--- src/rtl/iic_pkg.sv ---
// ----------------------------------------------------------------------------
// iic_pkg -- shared definitions for the I2C register-access responder.
//   state_t  : protocol FSM states
//   ACK/NACK : SDA bit values of the acknowledge slot
//   ADDR_W   : device address width (7)
//   DATA_W   : data / register pointer width (8)
// ----------------------------------------------------------------------------
package iic_pkg;

  localparam int ADDR_W = 7;
  localparam int DATA_W = 8;

  localparam logic ACK  = 1'b0;
  localparam logic NACK = 1'b1;

  typedef enum logic [3:0] {
    IDLE,
    ADDR,
    ADDR_ACK,
    REG,
    REG_ACK,
    WDATA,
    WDATA_ACK,
    RDATA,
    RDATA_ACK
  } state_t;

endpackage

--- src/rtl/iic_sync_edge.sv ---
// ----------------------------------------------------------------------------
// iic_sync_edge -- 2-flop synchronizer with rise/fall detection for one
// asynchronous bus line. Flops reset to 1 so an idle (pulled-up) bus produces
// no spurious edge when reset releases.
//   clk_i      : system clock
//   reset_n_i  : asynchronous active-low reset
//   d_i        : asynchronous input line
//   q_o        : synchronized level
//   rise_o     : one-cycle pulse on a synchronized 0->1 transition
//   fall_o     : one-cycle pulse on a synchronized 1->0 transition
// ----------------------------------------------------------------------------
module iic_sync_edge (
  input  logic clk_i,
  input  logic reset_n_i,
  input  logic d_i,
  output logic q_o,
  output logic rise_o,
  output logic fall_o
);

  logic meta;
  logic sync;
  logic prev;

  // NOTE: sequential state uses non-blocking assignments so every flop samples
  // the pre-edge value of its neighbours, matching real hardware.
  always_ff @(posedge clk_i or negedge reset_n_i) begin
    if (!reset_n_i) begin
      meta <= 1'b1;
      sync <= 1'b1;
      prev <= 1'b1;
    end else begin
      meta <= d_i;
      sync <= meta;
      prev <= sync;
    end
  end

  assign q_o    = sync;
  assign rise_o = sync & ~prev;
  assign fall_o = ~sync & prev;

endmodule

--- src/rtl/iic_slave.sv ---
// ----------------------------------------------------------------------------
// iic_slave -- I2C responder giving a master byte-wide access to a register
// file: write = addr+W, reg pointer, data...; read = addr+R, data...
//   SLV_ADDR    : 7-bit device address
//   clk_i       : system clock (>= 8x SCL)
//   reset_n_i   : asynchronous active-low reset
//   scl_i/sda_i : bus lines, asynchronous to clk_i
//   sda_oe_o    : 1 pulls SDA low, 0 releases it
//   wr_en_o     : one-cycle strobe per written data byte
//   reg_addr_o  : register pointer
//   wr_data_o   : last written byte
//   rd_data_i   : register contents at reg_addr_o
//   busy_o      : high while this device is addressed (START .. STOP)
// Build option: define IIC_SLAVE_AUTOINC_EN to advance reg_addr_o after every
// written byte and after every read byte the master ACKs.
// ----------------------------------------------------------------------------
module iic_slave
  import iic_pkg::*;
#(
  parameter logic [ADDR_W-1:0] SLV_ADDR = 7'b1001011
) (
  input  logic              clk_i,
  input  logic              reset_n_i,
  input  logic              scl_i,
  input  logic              sda_i,
  output logic              sda_oe_o,
  output logic              wr_en_o,
  output logic [DATA_W-1:0] reg_addr_o,
  output logic [DATA_W-1:0] wr_data_o,
  input  logic [DATA_W-1:0] rd_data_i,
  output logic              busy_o
);

  logic scl, scl_rise, scl_fall;
  logic sda, sda_rise, sda_fall;

  iic_sync_edge u_scl_sync (
    .clk_i    (clk_i),
    .reset_n_i(reset_n_i),
    .d_i      (scl_i),
    .q_o      (scl),
    .rise_o   (scl_rise),
    .fall_o   (scl_fall)
  );

  iic_sync_edge u_sda_sync (
    .clk_i    (clk_i),
    .reset_n_i(reset_n_i),
    .d_i      (sda_i),
    .q_o      (sda),
    .rise_o   (sda_rise),
    .fall_o   (sda_fall)
  );

  logic start_det, stop_det;
  assign start_det = sda_fall & scl;
  assign stop_det  = sda_rise & scl;

  state_t            state, state_n;
  logic [2:0]        bit_cnt, bit_cnt_n;
  logic [DATA_W-1:0] rx_sr, rx_sr_n, tx_sr, tx_sr_n;
  logic [DATA_W-1:0] rx_shift;
  // In *_ACK states: 0 = waiting for the fall that starts the ACK slot,
  // 1 = ACK slot running. In RDATA_ACK: 1 = master ACKed, reload on next fall.
  logic              phase, phase_n;
  logic              rw, rw_n;
  logic              sda_oe_n, wr_en_n, busy_n;
  logic [DATA_W-1:0] reg_addr_n, wr_data_n;

  assign rx_shift = {rx_sr[DATA_W-2:0], sda};

  // NOTE: every signal written here gets a default first, so no path leaves
  // one unassigned and no latch is inferred.
  always_comb begin
    state_n    = state;
    bit_cnt_n  = bit_cnt;
    rx_sr_n    = rx_sr;
    tx_sr_n    = tx_sr;
    phase_n    = phase;
    rw_n       = rw;
    sda_oe_n   = sda_oe_o;
    wr_en_n    = 1'b0;
    busy_n     = busy_o;
    reg_addr_n = reg_addr_o;
    wr_data_n  = wr_data_o;

`ifdef IIC_SLAVE_AUTOINC_EN
    // Advance one cycle after the strobe so the strobe sees the old pointer.
    if (wr_en_o) reg_addr_n = reg_addr_o + 8'd1;
`endif

    if (start_det) begin
      state_n   = ADDR;
      bit_cnt_n = '0;
      sda_oe_n  = 1'b0;
    end else if (stop_det) begin
      state_n  = IDLE;
      sda_oe_n = 1'b0;
      busy_n   = 1'b0;
    end else begin
      case (state)
        IDLE: ;

        ADDR, REG, WDATA: begin
          if (scl_rise) begin
            rx_sr_n   = rx_shift;
            bit_cnt_n = bit_cnt + 3'd1;
            if (bit_cnt == 3'd7) begin
              phase_n = 1'b0;
              if (state == ADDR) begin
                if (rx_shift[DATA_W-1:1] == SLV_ADDR) begin
                  state_n = ADDR_ACK;
                  rw_n    = rx_shift[0];
                  busy_n  = 1'b1;
                end else begin
                  state_n = IDLE;
                  busy_n  = 1'b0;
                end
              end else if (state == REG) begin
                reg_addr_n = rx_shift;
                state_n    = REG_ACK;
              end else begin
                wr_data_n = rx_shift;
                wr_en_n   = 1'b1;
                state_n   = WDATA_ACK;
              end
            end
          end
        end

        ADDR_ACK, REG_ACK, WDATA_ACK: begin
          if (scl_fall) begin
            if (!phase) begin
              sda_oe_n = ~ACK;
              phase_n  = 1'b1;
            end else begin
              phase_n   = 1'b0;
              sda_oe_n  = 1'b0;
              bit_cnt_n = '0;
              if (state == ADDR_ACK && rw) begin
                // Read: this fall both ends the ACK and presents the MSB.
                state_n  = RDATA;
                tx_sr_n  = rd_data_i;
                sda_oe_n = ~rd_data_i[DATA_W-1];
              end else if (state == ADDR_ACK) begin
                state_n = REG;
              end else begin
                state_n = WDATA;
              end
            end
          end
        end

        RDATA: begin
          if (scl_fall) begin
            if (bit_cnt == 3'd7) begin
              sda_oe_n  = 1'b0;
              state_n   = RDATA_ACK;
              bit_cnt_n = '0;
              phase_n   = 1'b0;
            end else begin
              tx_sr_n   = {tx_sr[DATA_W-2:0], 1'b0};
              sda_oe_n  = ~tx_sr[DATA_W-2];
              bit_cnt_n = bit_cnt + 3'd1;
            end
          end
        end

        RDATA_ACK: begin
          if (scl_rise) begin
            if (sda == NACK) begin
              state_n = IDLE;
            end else begin
              phase_n = 1'b1;
`ifdef IIC_SLAVE_AUTOINC_EN
              reg_addr_n = reg_addr_o + 8'd1;
`endif
            end
          end else if (scl_fall && phase) begin
            phase_n   = 1'b0;
            state_n   = RDATA;
            bit_cnt_n = '0;
            tx_sr_n   = rd_data_i;
            sda_oe_n  = ~rd_data_i[DATA_W-1];
          end
        end

        default: state_n = IDLE;
      endcase
    end
  end

  always_ff @(posedge clk_i or negedge reset_n_i) begin
    if (!reset_n_i) begin
      state      <= IDLE;
      bit_cnt    <= '0;
      rx_sr      <= '0;
      tx_sr      <= '0;
      phase      <= 1'b0;
      rw         <= 1'b0;
      sda_oe_o   <= 1'b0;
      wr_en_o    <= 1'b0;
      busy_o     <= 1'b0;
      reg_addr_o <= '0;
      wr_data_o  <= '0;
    end else begin
      state      <= state_n;
      bit_cnt    <= bit_cnt_n;
      rx_sr      <= rx_sr_n;
      tx_sr      <= tx_sr_n;
      phase      <= phase_n;
      rw         <= rw_n;
      sda_oe_o   <= sda_oe_n;
      wr_en_o    <= wr_en_n;
      busy_o     <= busy_n;
      reg_addr_o <= reg_addr_n;
      wr_data_o  <= wr_data_n;
    end
  end

endmodule
--- config.mk ---
export PLATFORM = sky130hd
export DESIGN_NAME = iic_slave
export DESIGN_NICKNAME = d
export VERILOG_FILES = /design/src/rtl/iic_pkg.sv /design/src/rtl/iic_sync_edge.sv /design/src/rtl/iic_slave.sv
export SDC_FILE = /design/constraint.sdc
export NUM_CORES = 1
export LEC_CHECK = 0
export BUFFER_PORTS_ARGS = -buffer_cell sky130_fd_sc_hd__buf_2
export CAP_MARGIN = 5
export CORE_ASPECT_RATIO = 0.6
export CORE_MARGIN = 4
export CORE_UTILIZATION = 32
export CTS_CLUSTER_DIAMETER = 40
export DETAILED_ROUTE_END_ITERATION = 8
export GPL_TIMING_DRIVEN = 0
export PLACE_DENSITY = 0.57
export SLEW_MARGIN = 40
export SYNTH_ARGS = -nofsm -noshare
export SYNTH_HDL_FRONTEND = slang
export SYNTH_SLANG_ARGS = --single-unit
--- constraint.sdc ---
create_clock -name clk_i -period 4.8 [get_ports clk_i]
set_input_delay 0.48 -clock clk_i [delete_from_list [all_inputs] [get_ports clk_i]]
set_output_delay 0.48 -clock clk_i [all_outputs]
set_load 0.05 [all_outputs]
* After elaboration in Yosys (flattened, before gate mapping)
Index checks and enable logic that the tools add are counted.
** Word-level totals
- Output and inout port bits :: 19
- Word-level logic and storage cells :: 162
- Input bits :: 12
- Register bits :: 48
** Cells by class
- Multiplexer cells :: 67
- Bitwise logic cells :: 16
- $add $sub $neg :: 1
- Reductions and logical operators :: 23
- Equality and inequality tests :: 38
** Operators with widths (number)
- 7-bit 2-to-1 mux :: 7
- 4-bit 2-to-1 mux :: 12
- 3-bit 2-to-1 mux :: 11
- 4-bit != test, second input constant :: 8
- 1-bit 2-to-1 mux :: 30
- 3-bit != test, second input constant :: 9
- 7-bit one-hot mux with 3 select lines :: 1
- 7-bit AND reduction :: 3
- 4-bit one-hot mux with 5 select lines :: 1
- 2-bit != test, second input constant :: 9
- 4-bit by 3-bit == test with 1-bit output, second input constant :: 4
- 8-bit AND reduction :: 2
- 3-bit one-hot mux with 4 select lines :: 1
- 1-bit NOT :: 10
- 10-bit AND reduction :: 1
- 5-bit AND reduction :: 2
- 5-bit nonzero test :: 2
- 9-bit AND reduction :: 1
- 4-bit by 2-bit == test with 1-bit output, second input constant :: 2
- 2-bit nonzero test :: 4
- 7-bit == test, second input constant :: 1
- 1-bit bitwise AND :: 6
- 3-bit OR reduction :: 2
- 5-bit by 4-bit != test with 1-bit output, second input constant :: 1
- other kinds (13) :: 15

* Longest topological paths before layout
Gate-level depths: netlist (run 1).
- Depth after elaboration :: 8
- Gate-level depth with buffers :: 8
- Mapped depth without buffers :: 7

* Hierarchy
A second synthesis (run 1) with hierarchy kept.
** Unflattened totals
- Cell total of the unflattened synthesis :: 235
- Area total of the unflattened synthesis :: 2571.2 um^2
** Modules (own cells, without submodules)
- iic_slave :: times used 1, cells each 225, sequential area each 1051.0 um^2, area each 2383.5 um^2
- iic_sync_edge :: times used 2, cells each 5, sequential area each 78.8 um^2, area each 93.8 um^2

* Least setup slack after synthesis (run 1)
OpenSTA, ideal clock, no wires.
- Kind :: flip-flop to flip-flop
- Start point :: reg u_scl_sync.sync, in the netlist u_scl_sync.q_o
- End point :: reg reg_addr_o[0]
- Period minus slack after synthesis :: 1.936 ns
- Buffers on the path :: 2
- Arrival time :: 1.811 ns
- Stages on the path, launching flop included :: 8
- Path slack :: 2.864 ns
- Library setup time :: 0.125 ns
- Required time :: 4.675 ns
- Cells stage by stage :: dfstp_2 buf_4 nand2b_1 nor3_2 nand3_1 or3b_1 buf_6 mux2_4
** Between the ends
- Cells in the longest elaborated chain, start to end :: 3
- Elaborated cells on any way between the ends :: 6
** Ends and longest elaborated chain
- start, declared :: line iic_sync_edge.sv:22 : logic sync;
- start signal, assigned :: line iic_sync_edge.sv:34 : sync <= meta;
- 1-bit bitwise AND (on tied branches) :: line iic_slave.sv:57, iic_slave.sv:56
- 1-bit NOT (no source line)
- 7-bit AND reduction (no source line) (*)
- end signal, assigned :: line iic_slave.sv:216 : reg_addr_o <= reg_addr_n;
- end, declared :: line iic_slave.sv:28 : output logic [DATA_W-1:0] reg_addr_o,
Mark *: on every way between the ends. The rest lies on a longest branch, timed or not.
A chain may end at the register's enable or synchronous reset.

* Worst setup path in the final report (run 1)
- Start point :: reg u_sda_sync.sync, in the netlist u_sda_sync.q_o
- End point :: reg tx_sr[6]
** Between the ends
- Cells in the longest elaborated chain, start to end :: 5
- Elaborated cells on any way between the ends :: 8
** Ends and longest elaborated chain
- start, declared :: line iic_sync_edge.sv:22
- start signal, assigned :: line iic_sync_edge.sv:34
- 1-bit NOT :: line iic_sync_edge.sv:41 : assign fall_o = ~sync & prev;
- 1-bit bitwise AND :: line iic_sync_edge.sv:41
- 1-bit bitwise AND :: line iic_slave.sv:56 : assign start_det = sda_fall & scl;
- 1-bit NOT (no source line)
- 10-bit AND reduction (no source line) (*)
- end signal, assigned :: line iic_slave.sv:210 : tx_sr <= tx_sr_n;
- end, declared :: line iic_slave.sv:61 : logic [DATA_W-1:0] rx_sr, rx_sr_n, tx_sr, tx_sr_n;
Marks and branches as above.

==> results of run 1 <==
[routing by layer]
metal | global-route usage, % | vias up | wire (um)
met5 | 0 | - | 0
met4 | 4.80 | 0 | 85
met3 | 4.26 | 6 | 346
met2 | 15.0 | 42 | 2140
met1 | 19.1 | 876 | 2930
li1 | - | 867 | -
[through the flow]
stage               hold slack (ps)  cells  area, um^2  worst slack (ps)  util, %
global placement                346    357        2800              2670     37.6
floorplan                       184    223        2520              2860        -
global route                    254    365        2970              2530     39.9
finish                          201    365        2970              2660     39.9
detailed placement              347    357        2810              2680     37.7
CTS                             230    365        2970              2660     39.9
[state kept, by name (all words and copies together), names as in the netlist, 3 cells and up]
| register | count |
|---|---|
| reg_addr_o | 8 |
| wr_data_o | 8 |
| rx_sr | 7 |
| tx_sr | 7 |
| state | 4 |
| bit_cnt | 3 |
[synthesized netlist by cell type (all sizes together), types with 2 or more instances]
| cell | n |
|---|---|
| nand3 | 7 |
| nand4 | 4 |
| dfrtp | 42 |
| nor3 | 8 |
| nor2 | 7 |
| nor3b | 2 |
| mux2 | 30 |
| a211oi | 2 |
| nand2 | 25 |
| dfstp | 6 |
| o21ai | 15 |
| or3 | 3 |
| and2 | 3 |
| nor2b | 5 |
| and3 | 3 |
| clkbuf | 2 |
| a31oi | 2 |
| a2111oi | 2 |
| inv | 8 |
| a221oi | 2 |
| o221a | 2 |
| a21oi | 10 |
| buf | 12 |
| ha | 2 |
[kinds of logic (layout without fill, tap and decap cells)]
family,Yosys count,after routing,share of synthesized area [%]
mux,31,31,17.1
compound gates,44,44,12.5
buf+inv,22,60,4.86
fa+ha+maj,2,2,0.992
xor+xnor,1,1,0.347
flops,48,48,47.9
simple gates,75,75,16.3
[final timing paths]
| check | end | slack (ps) |
|---|---|---|
| min in group clk_i | u_scl_sync.meta | 290 |
| worst max register to register | tx_sr[6] | 2660 |
| worst min-delay path | reg_addr_o[7] | 200 |
| worst max-delay path | tx_sr[6] | 2660 |
| worst min register to register | u_sda_sync.q_o | 360 |
| max in group asynchronous | phase | 4190 |
[critical path, cell delays in order, from the launching register on]
cell and delay [ps]:
dfstp_2 540, buf_6 140, xor2_1 100, nand2_2 200, o311ai_2 170, a211oi_4 520
mux2_4 340
[power groups by stage]
stage / Clock (uW) / Combinational [uW] / Sequential [uW]
after detailed placement: 0 / 145 / 508
after floorplan: 0 / 109 / 491
after global routing: 425 / 161 / 509
after global placement: 0 / 142 / 505
final: 394 / 144 / 501
after CTS: 409 / 146 / 500
[area by class of cell]
| type | instances | area, um^2 |
|---|---|---|
| Fill cell | 765 | 4480 |
| Clock buffer | 7 | 133 |
| Clock inverter | 1 | 30.0 |
| Sequential cell | 48 | 1210 |
| Timing Repair Buffer | 30 | 153 |
| Inverter | 8 | 30.0 |
| Multi-Input combinational cell | 153 | 1190 |
| Tap cell | 104 | 130 |
| Buffer | 14 | 92.6 |
[placed cells by master, fill, tap and decap left out, types with 4 or more instances in the layout]
cell	synthesis	routed
dfrtp_1	42	42
buf_2	5	34
nand2_1	23	23
mux2_4	22	22
o21ai_0	14	14
a21oi_1	10	10
inv_1	7	7
nand3_1	7	7
nor2_1	7	7
mux2_2	7	7
buf_4	5	6
nor3_1	6	6
dfstp_2	6	6
nor2b_1	5	5
clkbuf_16	0	5
clkbuf_1	2	4
nand4_1	4	4
==> run_summary.xml, run 1 <==
<?xml version="1.0" encoding="UTF-8"?>
<metrics>
  <group name="yosys">
    <metric name="synth.avg_cell_area" unit="um^2">11.3</metric>
    <metric name="ys_warn_count" unit="">0</metric>
    <metric name="ys_async_sr_fraction" unit="%">100</metric>
    <metric name="post_synthesis_net_count" unit="">237</metric>
    <metric name="count_of_cell_types_in_the_netlist" unit="">55</metric>
    <metric name="synth-edff-count" unit="">0</metric>
    <metric name="ys_top_cells_by_area" unit="">dfrtp_1, mux2_4, dfstp_2, nand2_1, mux2_2</metric>
    <metric name="ys_seq_area_share" unit="%">47.9</metric>
    <metric name="synth-main-ff-cell" unit="">dfrtp_1</metric>
    <metric name="post_synth_inst_count" unit="">223</metric>
    <metric name="synth_top_cell_by_area" unit="">dfrtp_1</metric>
    <metric name="synth.top_cell.area_share" unit="%">41.7</metric>
    <metric name="ys_ff_latch" unit="">48</metric>
    <metric name="synth_area" unit="um^2">2520</metric>
  </group>
  <group name="clocking">
    <metric name="cts_buffer_depth" unit="">2</metric>
    <metric name="numCtsBuffers" unit="">5</metric>
    <metric name="tritoncts" unit="">yes</metric>
    <metric name="root_buffer" unit="">clkbuf_16</metric>
    <metric name="cts_hold_buffers" unit="">0</metric>
    <metric name="clk-insertion-delay-late" unit="ps">290</metric>
    <metric name="cts_repair_resize_count" unit="">0</metric>
    <metric name="ctsHtreeMaxLevel" unit="">2</metric>
    <metric name="cts_setup_buffers" unit="">0</metric>
    <metric name="cts_num_sinks" unit="">48</metric>
    <metric name="path_clk_slew" unit="ps">60</metric>
  </group>
  <group name="placement">
    <metric name="io_buffers" unit="">30</metric>
    <metric name="hpwl_dp" unit="mm">3.91</metric>
    <metric name="finalWeightedCongestion" unit="">0.834</metric>
  </group>
  <group name="floorplan">
    <metric name="core-area" unit="um^2">7450</metric>
    <metric name="chipWidth" unit="um">123</metric>
    <metric name="start_util" unit="%">33.9</metric>
    <metric name="io_pins" unit="">31</metric>
    <metric name="die_y" unit="um">76.8</metric>
    <metric name="std_cell_rows" unit="">24</metric>
    <metric name="die-area" unit="um^2">9410</metric>
  </group>
  <group name="worst_setup_path">
    <metric name="regToRegStartpoint" unit="">u_sda_sync.q_o</metric>
    <metric name="cp.arrival" unit="ps">2310</metric>
    <metric name="element_type_at_the_critical_path_start" unit="">flop</metric>
    <metric name="cp_data_required_time" unit="ps">4970</metric>
    <metric name="logic_depth_of_the_worst_register_to_register_path" unit="">6</metric>
    <metric name="cp_max_fo" unit="">10</metric>
    <metric name="crit_start" unit="">u_sda_sync.q_o</metric>
    <metric name="timing_worst_setup_path_type" unit="">flop to flop</metric>
    <metric name="end_kind" unit="">flop</metric>
  </group>
  <group name="detailed_routing">
    <metric name="wl_per_cell" unit="um">15.1</metric>
    <metric name="via_count" unit="">1791</metric>
    <metric name="drt-vias-per-instance" unit="">4.91</metric>
    <metric name="postRouteAntennaNets" unit="">0</metric>
    <metric name="drtPass1Iterations" unit="">4</metric>
    <metric name="postRouteWirelength" unit="mm">5.50</metric>
    <metric name="detailedRoute.firstIterationViolations" unit="">108</metric>
    <metric name="post-route-drc-count" unit="">0</metric>
  </group>
  <group name="sta">
    <metric name="timing.max_slew.rel_slack" unit="%">59.3</metric>
    <metric name="clock.fmax" unit="MHz">468</metric>
    <metric name="final_hold_viol_count" unit="">0</metric>
    <metric name="layout_worst_path_cycle_share" unit="%">44.5</metric>
    <metric name="final.setup.tns" unit="ps">0</metric>
    <metric name="final_period_demand_of_the_worst_path" unit="ps">2140</metric>
    <metric name="drv_slew" unit="">0</metric>
    <metric name="setup_viol_count_final" unit="">0</metric>
    <metric name="worstMarginPinSlew" unit="ps">610</metric>
    <metric name="grt_setup_unrepaired" unit="">false</metric>
    <metric name="clock-skew-final" unit="ps">7.38</metric>
  </group>
  <group name="pwr">
    <metric name="power.combinational.fraction" unit="%">13.8</metric>
    <metric name="pwr-share-clk" unit="%">38.0</metric>
    <metric name="power_switching" unit="uW">271</metric>
    <metric name="power_per_cell_area" unit="nW/um^2">350</metric>
    <metric name="sw_ratio" unit="%">26.1</metric>
    <metric name="intPower" unit="uW">768</metric>
    <metric name="total_leakage_power" unit="uW">0.00145</metric>
    <metric name="total_power" unit="uW">1040</metric>
    <metric name="peakVddDrop" unit="mV">0.127</metric>
    <metric name="power_frac_seq" unit="%">48.2</metric>
  </group>
  <group name="layout">
    <metric name="flow.area_growth_from_synthesis" unit="%">17.7</metric>
    <metric name="finalNetCount" unit="">274</metric>
    <metric name="antenna-diode-count" unit="">0</metric>
    <metric name="drive_gt1_share" unit="%">37.5</metric>
  </group>
  <group name="min_path">
    <metric name="hold_crit_class" unit="">primary input to asynchronous set/reset pin</metric>
  </group>
  <group name="run_status">
    <metric name="status" unit="">finished clean</metric>
  </group>
  <group name="global_route">
    <metric name="grt_pass1_vias" unit="">1678</metric>
    <metric name="initial_antenna_violation_count" unit="">0</metric>
    <metric name="grt_first_pass_wirelength" unit="mm">8.93</metric>
    <metric name="grt_overflow" unit="">0</metric>
    <metric name="grt_util_all_layers" unit="%">12.3</metric>
    <metric name="grt_max_degree" unit="">49</metric>
  </group>
  <group name="flow_run">
    <metric name="max_cap_violations" unit="">0</metric>
  </group>
</metrics>
Power figures use the tool's default switching activity.
==> run 2, diff against run 1 <==
Clock period 4.8 ns to 2.2 ns, I/O delays scaled along.
==> run 2 against run 1 <==
Critical path depth rose by 1. Clock power is 120% higher. Setup slack worse by 2600 ps. Highest routed layer unchanged.
==> run_summary.xml, run 2 (synthesis gave the netlist of run 1 again) <==
<?xml version="1.0" encoding="UTF-8"?>
<metrics>
  <group name="run_status">
    <metric name="status" unit="">finished clean</metric>
  </group>
  <group name="worst_setup_path">
    <metric name="logic_depth_of_the_worst_register_to_register_path" unit="">7</metric>
    <metric name="element_type_at_the_critical_path_start" unit="">flop</metric>
    <metric name="cells_traversed_along_the_worst_timing_path" unit="">buf_4 &gt; nand2b_2 &gt; nor3_4 &gt; nand3_1 &gt; or3b_1 &gt; buf_6 &gt; mux2_4</metric>
    <metric name="timing.critical_path.slowest_stage_cell" unit="">dfstp_2</metric>
    <metric name="cp_data_required_time" unit="ps">2380</metric>
    <metric name="timing_worst_setup_path_type" unit="">flop to flop</metric>
    <metric name="regToRegStartpoint" unit="">u_scl_sync.q_o</metric>
    <metric name="critical_path.max_stage_delay" unit="ps">530</metric>
    <metric name="crit_start" unit="">u_scl_sync.q_o</metric>
    <metric name="cp_max_fo" unit="">10</metric>
    <metric name="end_kind" unit="">flop</metric>
    <metric name="cp.arrival" unit="ps">2290</metric>
  </group>
  <group name="placement">
    <metric name="io_buffers" unit="">30</metric>
    <metric name="hpwl_dp" unit="mm">3.91</metric>
    <metric name="finalWeightedCongestion" unit="">0.834</metric>
  </group>
  <group name="clocking">
    <metric name="cts_buffer_depth" unit="">2</metric>
    <metric name="cts_num_sinks" unit="">48</metric>
    <metric name="tritoncts" unit="">yes</metric>
    <metric name="ctsHtreeMaxLevel" unit="">2</metric>
    <metric name="clk-insertion-delay-late" unit="ps">290</metric>
    <metric name="numCtsBuffers" unit="">5</metric>
    <metric name="path_clk_slew" unit="ps">70</metric>
    <metric name="root_buffer" unit="">clkbuf_16</metric>
  </group>
  <group name="sta">
    <metric name="setup_viol_count_final" unit="">0</metric>
    <metric name="clock-skew-final" unit="ps">6.07</metric>
    <metric name="worstMarginPinSlew" unit="ps">613</metric>
    <metric name="final_hold_viol_count" unit="">0</metric>
    <metric name="layout_worst_path_cycle_share" unit="%">96.1</metric>
    <metric name="final.setup.tns" unit="ps">0</metric>
    <metric name="drv_slew" unit="">0</metric>
    <metric name="timing.max_slew.rel_slack" unit="%">59.1</metric>
    <metric name="clock.fmax" unit="MHz">473</metric>
    <metric name="final_period_demand_of_the_worst_path" unit="ps">2110</metric>
  </group>
  <group name="floorplan">
    <metric name="die-area" unit="um^2">9410</metric>
    <metric name="die_y" unit="um">76.8</metric>
    <metric name="core-area" unit="um^2">7450</metric>
    <metric name="io_pins" unit="">31</metric>
    <metric name="chipWidth" unit="um">123</metric>
    <metric name="std_cell_rows" unit="">24</metric>
    <metric name="start_util" unit="%">33.9</metric>
  </group>
  <group name="flow_run">
    <metric name="max_cap_violations" unit="">0</metric>
  </group>
  <group name="layout">
    <metric name="final_util" unit="%">40.6</metric>
    <metric name="mostFrequentLayoutCell" unit="">dfrtp_1</metric>
    <metric name="n_fill_cell" unit="">758</metric>
    <metric name="antenna-diode-count" unit="">0</metric>
    <metric name="finalNetCount" unit="">278</metric>
    <metric name="flow.area_growth_from_synthesis" unit="%">19.8</metric>
    <metric name="drive_gt1_share" unit="%">38.5</metric>
    <metric name="layout.cells.most_common_list" unit="">dfrtp_1, buf_2, nand2_1</metric>
    <metric name="layout_top_registers" unit="">reg_addr_o: 8 flops, wr_data_o: 8 flops</metric>
  </group>
  <group name="global_route">
    <metric name="grt_max_degree" unit="">49</metric>
    <metric name="grt_util_all_layers" unit="%">12.3</metric>
    <metric name="grt_first_pass_wirelength" unit="mm">8.97</metric>
    <metric name="grt_pass1_vias" unit="">1688</metric>
    <metric name="initial_antenna_violation_count" unit="">0</metric>
    <metric name="grt_overflow" unit="">0</metric>
  </group>
  <group name="min_path">
    <metric name="hold_crit_class" unit="">primary input to flop</metric>
    <metric name="hold_depth" unit="">1</metric>
    <metric name="holdCritStartpoint" unit="">scl_i</metric>
  </group>
  <group name="detailed_routing">
    <metric name="wl_per_cell" unit="um">15.1</metric>
    <metric name="detailedRoute.firstIterationViolations" unit="">125</metric>
    <metric name="via_count" unit="">1812</metric>
    <metric name="drtPass1Iterations" unit="">4</metric>
    <metric name="postRouteAntennaNets" unit="">0</metric>
    <metric name="postRouteWirelength" unit="mm">5.57</metric>
    <metric name="post-route-drc-count" unit="">0</metric>
    <metric name="drt-vias-per-instance" unit="">4.91</metric>
  </group>
  <group name="pwr">
    <metric name="peakVddDrop" unit="mV">0.278</metric>
    <metric name="total_power" unit="uW">2280</metric>
    <metric name="total_leakage_power" unit="uW">0.00147</metric>
    <metric name="power_per_cell_area" unit="nW/um^2">754</metric>
  </group>
</metrics>
run 2: cell types whose count changed in the layout (fill, tap and decap cells not counted):
cell,previous run,this run
buf_4,6,8
nand2b_1,1,0
buf_12,0,1
nor3_4,0,1
nand2b_2,0,1
dlygate4sd3_1,0,1
nor3_2,2,1
run 2: metal layers:
layer	wire length, um	global-route usage (%)	share of wire (%)
met5	0	0	0
met4	85	4.80	1.5
met3	347	4.26	6.2
met2	2200	15.2	39
met1	2940	19.1	53
run 2: worst paths after layout:
path                                    to  slack [ps]
min in group asynchronous    reg_addr_o[7]         500
hold / removal             u_scl_sync.meta          30
setup reg to reg             reg_addr_o[4]          90
hold reg to reg             u_sda_sync.q_o         360
max in group asynchronous            phase        1290
setup / recovery             reg_addr_o[4]          90
run 2: report_power, final:
group	total, uW	switching (uW)	leakage [uW]	internal [uW]
combinational	322	166	0.000756	156
clock	863	325	0.0000781	538
sequential	1090	104	0.000632	988
run 2: critical path: cells and delay by family (launching register included):
kind	cells	cell delay, ps
AND/OR/NAND/NOR	4	850
flip-flops	1	530
buffers and inverters	2	320
multiplexers	1	300
run 2: repair_timing:
action                                 CTS  global route
endpoints found under the hold margin   42             0
setup endpoints to repair                0            22
hold buffers                             1             0
resized for setup                        0             2
buffers inserted                         0             3
run 2: stage by stage:
stage                     setup WS (ps)  cells  hold slack, ps  cell area, um^2
after floorplan                     264    223           -75.6             2520
after global placement             67.2    357             325             2800
after detailed placement           78.2    357             283             2810
after CTS                          63.1    366            18.2             2980
after global routing              -19.4    369            11.9             3020
final                              85.1    369            25.8             3020
run 2: layout make-up:
type	count	area (um^2)	area share, %
Sequential cell	48	1210	40.0
Multi-Input combinational cell	153	1200	39.7
Timing Repair Buffer	34	198	6.54
Clock buffer	7	133	4.39
Tap cell	104	130	4.31
Buffer	14	92.6	3.06
Clock inverter	1	30.0	0.994
Inverter	8	30.0	0.994
==> run 3, diff against run 2 <==
Settings changed: CORE_MARGIN 4 to 3, RECOVER_POWER from default to 25.
==> run 3 against run 2 <==
Cell count shrank 0.54%. Total power fell by 4.4%. Largest power group unchanged. Flip-flop and latch count is the same. Combinational power is essentially flat. Wire length decreased by 3.1%. Clock-buffer cell count is the same. Setup slack gained 58 ps. Die area is 4.2% lower. Sequential power hardly changed. Core utilization shrank 0.13 points. Worst hold slack gained 2.0 ps.
==> run_summary.xml, run 3 (synthesis gave the netlist of run 1 again) <==
<?xml version="1.0" encoding="UTF-8"?>
<metrics>
  <group name="clocking">
    <metric name="numCtsBuffers" unit="">5</metric>
    <metric name="cts_buffer_depth" unit="">2</metric>
    <metric name="clk-insertion-delay-late" unit="ps">280</metric>
    <metric name="path_clk_slew" unit="ps">60</metric>
    <metric name="tritoncts" unit="">yes</metric>
    <metric name="root_buffer" unit="">clkbuf_16</metric>
    <metric name="cts_num_sinks" unit="">48</metric>
    <metric name="ctsHtreeMaxLevel" unit="">2</metric>
  </group>
  <group name="worst_setup_path">
    <metric name="element_type_at_the_critical_path_start" unit="">flop</metric>
    <metric name="cp_data_required_time" unit="ps">2370</metric>
    <metric name="rrSetupSlack" unit="ps">140</metric>
    <metric name="timing_worst_setup_path_type" unit="">flop to flop</metric>
    <metric name="cells_traversed_along_the_worst_timing_path" unit="">buf_6 &gt; nand2b_4 &gt; nor3_4 &gt; nand3_1 &gt; or3b_1 &gt; buf_6 &gt; mux2_4</metric>
    <metric name="timing.critical_path.slowest_stage_cell" unit="">dfstp_2</metric>
    <metric name="cp.arrival" unit="ps">2220</metric>
    <metric name="critical_path.max_stage_delay" unit="ps">540</metric>
    <metric name="cp_max_fo" unit="">10</metric>
    <metric name="critPathMostFrequentCell" unit="">buf_6</metric>
    <metric name="end_kind" unit="">flop</metric>
  </group>
  <group name="floorplan">
    <metric name="die-area" unit="um^2">9020</metric>
    <metric name="chipWidth" unit="um">121</metric>
    <metric name="core-area" unit="um^2">7450</metric>
    <metric name="start_util" unit="%">33.9</metric>
    <metric name="die_y" unit="um">74.8</metric>
    <metric name="io_pins" unit="">31</metric>
    <metric name="std_cell_rows" unit="">24</metric>
  </group>
  <group name="placement">
    <metric name="pre_cts_ws" unit="ps">78.1</metric>
    <metric name="dp_cells" unit="">357</metric>
    <metric name="io_buffers" unit="">30</metric>
    <metric name="hpwl_dp" unit="mm">3.86</metric>
    <metric name="finalWeightedCongestion" unit="">0.841</metric>
  </group>
  <group name="pwr">
    <metric name="power_per_cell_area" unit="nW/um^2">723</metric>
    <metric name="total_leakage_power" unit="uW">0.00146</metric>
    <metric name="peakVddDrop" unit="mV">0.313</metric>
  </group>
  <group name="detailed_routing">
    <metric name="postRouteAntennaNets" unit="">0</metric>
    <metric name="post-route-drc-count" unit="">0</metric>
    <metric name="drt-vias-per-instance" unit="">4.96</metric>
    <metric name="detailedRoute.firstIterationViolations" unit="">166</metric>
    <metric name="postRouteWirelength" unit="mm">5.40</metric>
    <metric name="wl_per_cell" unit="um">14.7</metric>
    <metric name="drtPass1Iterations" unit="">4</metric>
    <metric name="via_count" unit="">1819</metric>
  </group>
  <group name="sta">
    <metric name="final.setup.tns" unit="ps">0</metric>
    <metric name="setup_viol_count_final" unit="">0</metric>
    <metric name="worst_slack" unit="ps">143</metric>
    <metric name="worstMarginPinSlew" unit="ps">1190</metric>
    <metric name="timing.max_slew.rel_slack" unit="%">20.5</metric>
    <metric name="grt_setup_unrepaired" unit="">false</metric>
    <metric name="drv_slew" unit="">0</metric>
    <metric name="final_period_demand_of_the_worst_path" unit="ps">2060</metric>
    <metric name="clock.fmax" unit="MHz">486</metric>
    <metric name="layout_worst_path_cycle_share" unit="%">93.5</metric>
    <metric name="final_hold_viol_count" unit="">0</metric>
    <metric name="clock-skew-final" unit="ps">7.15</metric>
  </group>
  <group name="layout">
    <metric name="antenna-diode-count" unit="">0</metric>
    <metric name="flow.area_growth_from_synthesis" unit="%">19.4</metric>
    <metric name="multi_input_area" unit="um^2">1220</metric>
    <metric name="layout_top_registers" unit="">reg_addr_o: 8 flops, wr_data_o: 8 flops</metric>
    <metric name="layout.cells.most_common_list" unit="">dfrtp_1, buf_2, nand2_1</metric>
    <metric name="post_layout_nonfiller_instances" unit="">367</metric>
    <metric name="drive_gt1_share" unit="%">38.8</metric>
    <metric name="n_fill_cell" unit="">748</metric>
    <metric name="register_area" unit="um^2">1210</metric>
    <metric name="mostFrequentLayoutCell" unit="">dfrtp_1</metric>
    <metric name="finalNetCount" unit="">276</metric>
  </group>
  <group name="run_status">
    <metric name="status" unit="">finished clean</metric>
  </group>
  <group name="global_route">
    <metric name="grt_max_degree" unit="">49</metric>
    <metric name="grt_first_pass_wirelength" unit="mm">9.14</metric>
    <metric name="grt_overflow" unit="">0</metric>
    <metric name="grt_pass1_vias" unit="">1706</metric>
    <metric name="grt_util_all_layers" unit="%">13.1</metric>
    <metric name="initial_antenna_violation_count" unit="">0</metric>
  </group>
  <group name="min_path">
    <metric name="hold_crit_class" unit="">primary input to flop</metric>
  </group>
  <group name="flow_run">
    <metric name="max_cap_violations" unit="">0</metric>
  </group>
</metrics>
==> run 3: timing repair <==
action,4_1_cts,5_1_grt
endpoints found under the hold margin,42,0
setup endpoints to repair,0,23
setup buffers,0,1
gates resized for setup,0,6
hold buffers,1,0
==> run 3: per-layer routing <==
layer	wire, um	GRT usage, %	vias up	share of wire, %
met4	54	3.77	0	1.0
li1	-	-	880	-
met5	0	0	-	0
met3	392	3.08	4	7.3
met1	2790	20.7	871	52
met2	2160	17.3	64	40
==> run 3: through the flow <==
stage          instance area (um^2)  total power, uW  hold slack, ps  util [%]
6_report                       3010             2180            27.9      40.4
5_1_grt                        3010             2300            21.8      40.4
4_1_cts                        2970             2200            19.4      39.8
3_5_place_dp                   2810             1420             280      37.7
3_3_place_gp                   2800             1410             326      37.6
2_1_floorplan                  2520             1310           -75.6         -
==> run 3: critical path: cells and delay by family (launching register included) <==
family / cells / cell delay (ps)
muxes: 1 / 300
and+or+nand+nor: 4 / 800
DFF: 1 / 540
buffers and inverters: 2 / 310
==> run 3: layout make-up <==
class                           count  area share [%]
Multi-Input combinational cell    153            40.4
Sequential cell                    48            40.1
Timing Repair Buffer               32            5.98
Clock buffer                        7            4.74
Tap cell                          104            4.32
Buffer                             14            3.20
Inverter                            8           0.997
Clock inverter                      1           0.249
==> run 3: power breakdown <==
group	switching [uW]	leakage (uW)	total [uW]	internal, uW
sequential	103	0.000632	1090	988
combinational	168	0.000758	322	154
clock	311	0.0000701	764	453
total	582	0.00146	2180	1590
==> run 3: final timing paths <==
check | depth (start not counted) | to | startpoint
worst max-delay path | 7 | reg_addr_o[0] | u_scl_sync.q_o
worst min-delay path | 1 | u_sda_sync.meta | sda_i
max in group asynchronous | 2 | reg_addr_o[0] | reset_n_i
worst max register to register | 7 | reg_addr_o[0] | u_scl_sync.q_o
worst min register to register | 0 | u_scl_sync.q_o | u_scl_sync.meta
min in group asynchronous | 2 | phase | reset_n_i
